$ cat src/rtl/fifo_rd_pkg.sv
// Shared types and constants for the read-side FIFO controller.
package fifo_rd_pkg;

   typedef enum logic [1:0] {
      IDLE  = 2'd0,
      BURST = 2'd1,
      FLUSH = 2'd2
   } rd_state_e;

   localparam int RD_COUNT_W = 16;

endpackage

$ cat src/rtl/fifo_rd_skid.sv
// Two-entry head/tail skid buffer that absorbs the FIFO's one-cycle read latency.
module fifo_rd_skid #(
   parameter int DATA_WIDTH = 8
) (
   input  logic                  clk_read,
   input  logic                  rst,
   input  logic                  in_valid,
   input  logic [DATA_WIDTH-1:0] in_data,
   input  logic                  in_last,
   output logic                  out_valid,
   input  logic                  out_ready,
   output logic [DATA_WIDTH-1:0] out_data,
   output logic                  out_last,
   output logic [1:0]            occupancy
);

   logic [DATA_WIDTH-1:0] head_data_q, head_data_d;
   logic [DATA_WIDTH-1:0] tail_data_q, tail_data_d;
   logic                  head_last_q, head_last_d;
   logic                  tail_last_q, tail_last_d;
   logic [1:0]            occ_q, occ_d;
   logic                  deq;

   assign out_valid = (occ_q != 2'd0);
   assign out_data  = head_data_q;
   assign out_last  = head_last_q;
   assign occupancy = occ_q;
   assign deq       = out_valid && out_ready;

   always_comb begin
      // NOTE: every always_comb output gets a default first so no path can infer a latch.
      head_data_d = head_data_q;
      head_last_d = head_last_q;
      tail_data_d = tail_data_q;
      tail_last_d = tail_last_q;
      occ_d       = occ_q;
      if (deq) begin
         head_data_d = tail_data_q;
         head_last_d = tail_last_q;
         occ_d       = occ_q - 2'd1;
      end
      // The incoming word lands behind whatever survives this cycle's dequeue.
      if (in_valid) begin
         if (occ_d == 2'd0) begin
            head_data_d = in_data;
            head_last_d = in_last;
         end else begin
            tail_data_d = in_data;
            tail_last_d = in_last;
         end
         occ_d = occ_d + 2'd1;
      end
   end

   always_ff @(posedge clk_read) begin
      // NOTE: the data registers are reset too, so m_data reads 0 out of reset rather than X.
      if (rst) begin
         head_data_q <= '0;
         head_last_q <= 1'b0;
         tail_data_q <= '0;
         tail_last_q <= 1'b0;
         occ_q       <= 2'd0;
      end else begin
         head_data_q <= head_data_d;
         head_last_q <= head_last_d;
         tail_data_q <= tail_data_d;
         tail_last_q <= tail_last_d;
         occ_q       <= occ_d;
      end
   end

   skid_no_overflow: assert property (@(posedge clk_read) disable iff (rst)
      !(in_valid && (occ_q == 2'd2) && !deq));

endmodule

$ cat src/rtl/fifo_read_ctrl.sv
// Read-domain FIFO drain: burst reads when enough data is present, timed flush of
// stragglers, credit-limited so the skid buffer can never overflow.
module fifo_read_ctrl
   import fifo_rd_pkg::*;
#(
   parameter int DATA_WIDTH    = 8,
   parameter int BURST_LEN     = 4,
   parameter int FLUSH_TIMEOUT = 16
) (
   input  logic                  clk_read,
   input  logic                  rst,
   input  logic                  fifo_empty,
   input  logic                  fifo_almost_empty,
   input  logic [DATA_WIDTH-1:0] fifo_data_out,
   output logic                  fifo_read_enable,
   output logic [DATA_WIDTH-1:0] m_data,
   output logic                  m_valid,
   input  logic                  m_ready,
   output logic                  m_last,
   output logic                  busy,
   output logic [RD_COUNT_W-1:0] rd_count
);

   rd_state_e             state_q, state_d;
   logic [7:0]            burst_cnt_q, burst_cnt_d;
   logic [15:0]           tmo_cnt_q, tmo_cnt_d;
   logic                  inflight_q, inflight_last_q;
   logic [RD_COUNT_W-1:0] rd_count_q;
   logic [1:0]            occ;
   logic [2:0]            used;
   logic                  handshake, credit_ok, read_last;

   assign handshake = m_valid && m_ready;
   // A word leaving the skid this cycle frees its slot for a read issued this cycle.
   assign used      = {1'b0, occ} + {2'b00, inflight_q};
   assign credit_ok = used < (3'd2 + {2'b00, handshake});

   assign fifo_read_enable = !rst && (state_q != IDLE) && !fifo_empty && credit_ok;
   assign read_last        = (state_q == BURST) && (burst_cnt_q == 8'(BURST_LEN - 1));

   always_comb begin
      state_d     = state_q;
      burst_cnt_d = burst_cnt_q;
      tmo_cnt_d   = tmo_cnt_q;
      case (state_q)
         IDLE: begin
            if (!fifo_almost_empty) begin
               state_d     = BURST;
               burst_cnt_d = '0;
               tmo_cnt_d   = '0;
            end else if (fifo_empty) begin
               tmo_cnt_d = '0;
            end else if (tmo_cnt_q == 16'(FLUSH_TIMEOUT - 1)) begin
               state_d   = FLUSH;
               tmo_cnt_d = '0;
            end else begin
               tmo_cnt_d = tmo_cnt_q + 16'd1;
            end
         end
         BURST: begin
            if (fifo_read_enable) begin
               burst_cnt_d = burst_cnt_q + 8'd1;
               if (read_last) state_d = IDLE;
            end
         end
         FLUSH: begin
            if (fifo_empty) state_d = IDLE;
         end
         default: state_d = IDLE;
      endcase
   end

   always_ff @(posedge clk_read) begin
      if (rst) begin
         state_q         <= IDLE;
         burst_cnt_q     <= '0;
         tmo_cnt_q       <= '0;
         inflight_q      <= 1'b0;
         inflight_last_q <= 1'b0;
         rd_count_q      <= '0;
      end else begin
         state_q         <= state_d;
         burst_cnt_q     <= burst_cnt_d;
         tmo_cnt_q       <= tmo_cnt_d;
         inflight_q      <= fifo_read_enable;
         inflight_last_q <= fifo_read_enable && read_last;
         if (handshake) rd_count_q <= rd_count_q + 1'b1;
      end
   end

   fifo_rd_skid #(
      .DATA_WIDTH(DATA_WIDTH)
   ) u_skid (
      .clk_read (clk_read),
      .rst      (rst),
      .in_valid (inflight_q),
      .in_data  (fifo_data_out),
      .in_last  (inflight_last_q),
      .out_valid(m_valid),
      .out_ready(m_ready),
      .out_data (m_data),
      .out_last (m_last),
      .occupancy(occ)
   );

   assign busy     = (state_q != IDLE) || (occ != 2'd0) || inflight_q;
   assign rd_count = rd_count_q;

endmodule

$ cat config.mk
export PLATFORM = sky130hd
export DESIGN_NAME = fifo_read_ctrl
export DESIGN_NICKNAME = d
export VERILOG_FILES = /design/src/rtl/fifo_rd_pkg.sv /design/src/rtl/fifo_rd_skid.sv /design/src/rtl/fifo_read_ctrl.sv
export SDC_FILE = /design/constraint.sdc
export NUM_CORES = 1
export LEC_CHECK = 0
export ABC_AREA = 1
export ABC_CLOCK_PERIOD_IN_PS = 3750
export CAP_MARGIN = 20
export CORE_MARGIN = 2
export CORE_UTILIZATION = 50
export CTS_BUF_LIST = sky130_fd_sc_hd__clkbuf_8
export CTS_CLUSTER_DIAMETER = 100
export DETAILED_ROUTE_END_ITERATION = 8
export DONT_BUFFER_PORTS = 1
export SETUP_SLACK_MARGIN = 0.2
export SLEW_MARGIN = 10
export SYNTH_ARGS = -nofsm -noshare
export SYNTH_HDL_FRONTEND = slang
export SYNTH_SLANG_ARGS = --single-unit
$ cat constraint.sdc
create_clock -name clk_read -period 3.75 [get_ports clk_read]
set_input_delay 0.75 -clock clk_read [delete_from_list [all_inputs] [get_ports clk_read]]
set_output_delay 0.75 -clock clk_read [all_outputs]
set_load 0.03 [all_outputs]
==> flow_metrics.tcl <==
set metrics [dict create \
    status "completed" \
    final_net_count 493 \
    holdBufCountCts 0 \
    routedWlPerCell_um 12.66 \
    finalSetupViolCount 0 \
    areaGrowthSynthToFinish_pct 7.576 \
    cts.path.max_buffers 2 \
    drive_gt1_share_pct 8.159 \
    rrSetupSlack_ns 1.11 \
    r2r_end "u_skid.out_data[0]" \
    fp-row-count 29 \
    finalSetupTns_ns 0 \
    dr_wl_met3_um 324 \
    cts_tree "done" \
    maxSlewHeadroom_pct 47.44 \
    holdWs_ns 0.4622 \
    die_w_um 84.46 \
    clk_latency_ns 0.34 \
    antenna_found_initial 0 \
    gp_congestion 0.7883 \
    place.port_buffers 0 \
    grt_usage_pct 21.05 \
    via_per_inst 5.214 \
    hold_path_class "in2reg" \
    combinationalPowerShare_pct 17.2 \
    final.min_clock_period_ns 2.710 \
    num_vias 2894 \
    cts_made_buffers 9 \
    yosys.cell_types.count 32 \
    n_antenna_cell 0 \
    cts_resized 0 \
    dieArea_sq_um 7133 \
    clk_pin_slew_ns 0.07 \
    holdPathStages 1 \
    avgSynthCellArea_sq_um 6.843 \
    end_kind "output port" \
    ys_ff_latch 64 \
    synth_nets 493 \
    arrival_ns 1.96 \
    min_from "rst" \
    cts_setup_buffers 0 \
    fp.dieH_um 84.46 \
    synth_warnings 0 \
    slowest_delay_ns 0.65 \
    drc 0 \
    synth.cell_area_sq_um 3237 \
    syn_inst 473 \
    wl_met1_um 3483 \
    dp.final_hpwl_um 4930 \
    drv_cap 0 \
    dr_wl_met2_um 3102 \
    dpl_cell_area_sq_um 3283 \
    grt_pass1_vias 2630 \
    rsz0062_at_grt "no" \
    cp-start-kind "flop" \
    reg2reg_depth 10 \
    synth_edf_count 0 \
    finalInstanceArea_sq_um 3482 \
    drt.antenna.violating_nets 0 \
    p_switching_mw 0.5325 \
    critPathTopFamily "compound AO/OA/AOI/OAI gates" \
    cp_cell_sequence "inv_1 > ha_1 > inv_2 > nand3b_2 > a21oi_1" \
    htreeDepth 3 \
    fmax_mhz 369.0 \
    swShare_pct 31.81 \
    pwr-share-seq_pct 47.2 \
    synth-async-reset-ratio_pct 0 \
    cp.depth 5 \
    io_pins 41 \
    firstDrtPassIters 4 \
    power-per-cell-area_nw_per_um2 480.7 \
    r2r_start "u_skid.occupancy[1]" \
    final_common_cell "nand2_1" \
    final_max_slew_viol_count 0 \
    grt_max_degree 43 \
    tightest_slew_ns 0.7885 \
    path_buf_inv 2 \
    leakage_nw 1.484 \
    start_util_pct 51.27 \
    grt_overflow 0 \
    vdd_ir_drop_max_uv 338.9 \
    first_iter_violations 98 \
    hold_viol 0 \
    synth_ff_type "dfxtp_1" \
    timing_worst_setup_path_type "reg2out" \
    grt_pass1_wl_um 12140 \
    drt_wl_total_um 7024 \
    p_clk_share_pct 35.6 \
    top_layer_used "met4" \
    fin_crit_sh_pct 72.28 \
    num-fill-cells 664 \
    crit_fanout 3 \
    layout_common_cells "112 x nand2_1, 64 x dfxtp_1, 58 x nor2_1, 56 x inv_1, 40 x nand3_1" \
    clock_skew_ns 0.008784 \
    startpoint "u_skid.occupancy[1]" \
    cts_root_buffer "clkbuf_8" \
    crit_slowest_cell "a21oi_1" \
    core_area_sq_um 6314 \
    critical_path.endpoint "fifo_read_enable" \
    cts_sinks 64 \
    p_int_mw 1.141 \
    crit_required_ns 3.00 \
    yosysSeqAreaShare_pct 39.58 \
]
power by group through the flow:
| stage | clock network [mW] | logic (mW) | registers (mW) |
|---|---|---|---|
| 6_report | 0.596 | 0.288 | 0.790 |
| 5_1_grt | 0.644 | 0.333 | 0.794 |
| 4_1_cts | 0.615 | 0.291 | 0.790 |
| 3_5_place_dp | 0 | 0.289 | 0.805 |
| 3_3_place_gp | 0 | 0.283 | 0.804 |
| 2_1_floorplan | 0 | 0.246 | 0.795 |
synth_stat cells, drive strengths merged, types with 5 or more instances:
cell type	number	share of area, %
nand4	7	1.4
inv	59	6.8
nor2	65	8.7
o21ai	37	5.7
buf	7	1.2
nand2	115	14
clkbuf	5	0.58
a21oi	22	3.5
ha	7	2.7
xor2	7	1.9
o211ai	8	1.9
dfxtp	64	40
nand3	43	7.1
nor3	12	2.0
worst min-delay path by stage:
stage | endpoint | slack (ns)
5_1_grt | burst_cnt_q[1] | 0.44
2_1_floorplan | tmo_cnt_q[15] | 0.44
3_3_place_gp | tmo_cnt_q[15] | 0.46
3_5_place_dp | tmo_cnt_q[15] | 0.46
6_report | burst_cnt_q[1] | 0.46
4_1_cts | burst_cnt_q[1] | 0.45
layer usage:
metal | global-route usage [%] | vias up
li1 | - | 1538
met1 | 28.25 | 1296
met2 | 32.32 | 50
met3 | 6.096 | 10
met4 | 7.937 | 0
met5 | 0 | -
area by class of cell:
cell class	instances	area, sq um	area share, %
clock inverter	5	47.55	1.365
tap	77	96.34	2.767
multi-input combinational	338	1677	48.15
sequential	64	1281	36.79
inverter	59	221.5	6.360
timing repair buffer	1	7.507	0.2156
clock buffer	11	151.4	4.348
registers in the layout, indices dropped and copies added, names as in the netlist:
| signal | cells |
|---|---|
| burst_cnt_q | 8 |
| inflight_last_q | 1 |
| inflight_q | 1 |
| rd_count | 16 |
| state_q | 2 |
| tmo_cnt_q | 16 |
| u_skid.occupancy | 2 |
| u_skid.out_data | 8 |
| u_skid.out_last | 1 |
| u_skid.tail_data_q | 8 |
| u_skid.tail_last_q | 1 |
kinds of logic (layout without fill, tap and decap cells):
group	after synthesis	count (layout)	share of synthesized area [%]
simple gates	248	248	34.09
compound gates	75	75	12.83
flops	64	64	39.58
xor+xnor	8	8	2.165
fa+ha+maj	7	7	2.706
buf+inv	71	76	8.620
through the flow:
stage / instances / utilization (%) / setup slack, ns / power, mW
6_report: 555 / 55.15 / 1.040 / 1.674
5_1_grt: 555 / 55.15 / 0.7916 / 1.771
4_1_cts: 555 / 55.15 / 0.9997 / 1.696
3_5_place_dp: 539 / 52.00 / 1.045 / 1.094
3_3_place_gp: 539 / 52.00 / 1.137 / 1.087
2_1_floorplan: 473 / - / 1.510 / 1.041
Power figures use the tool's default switching activity.
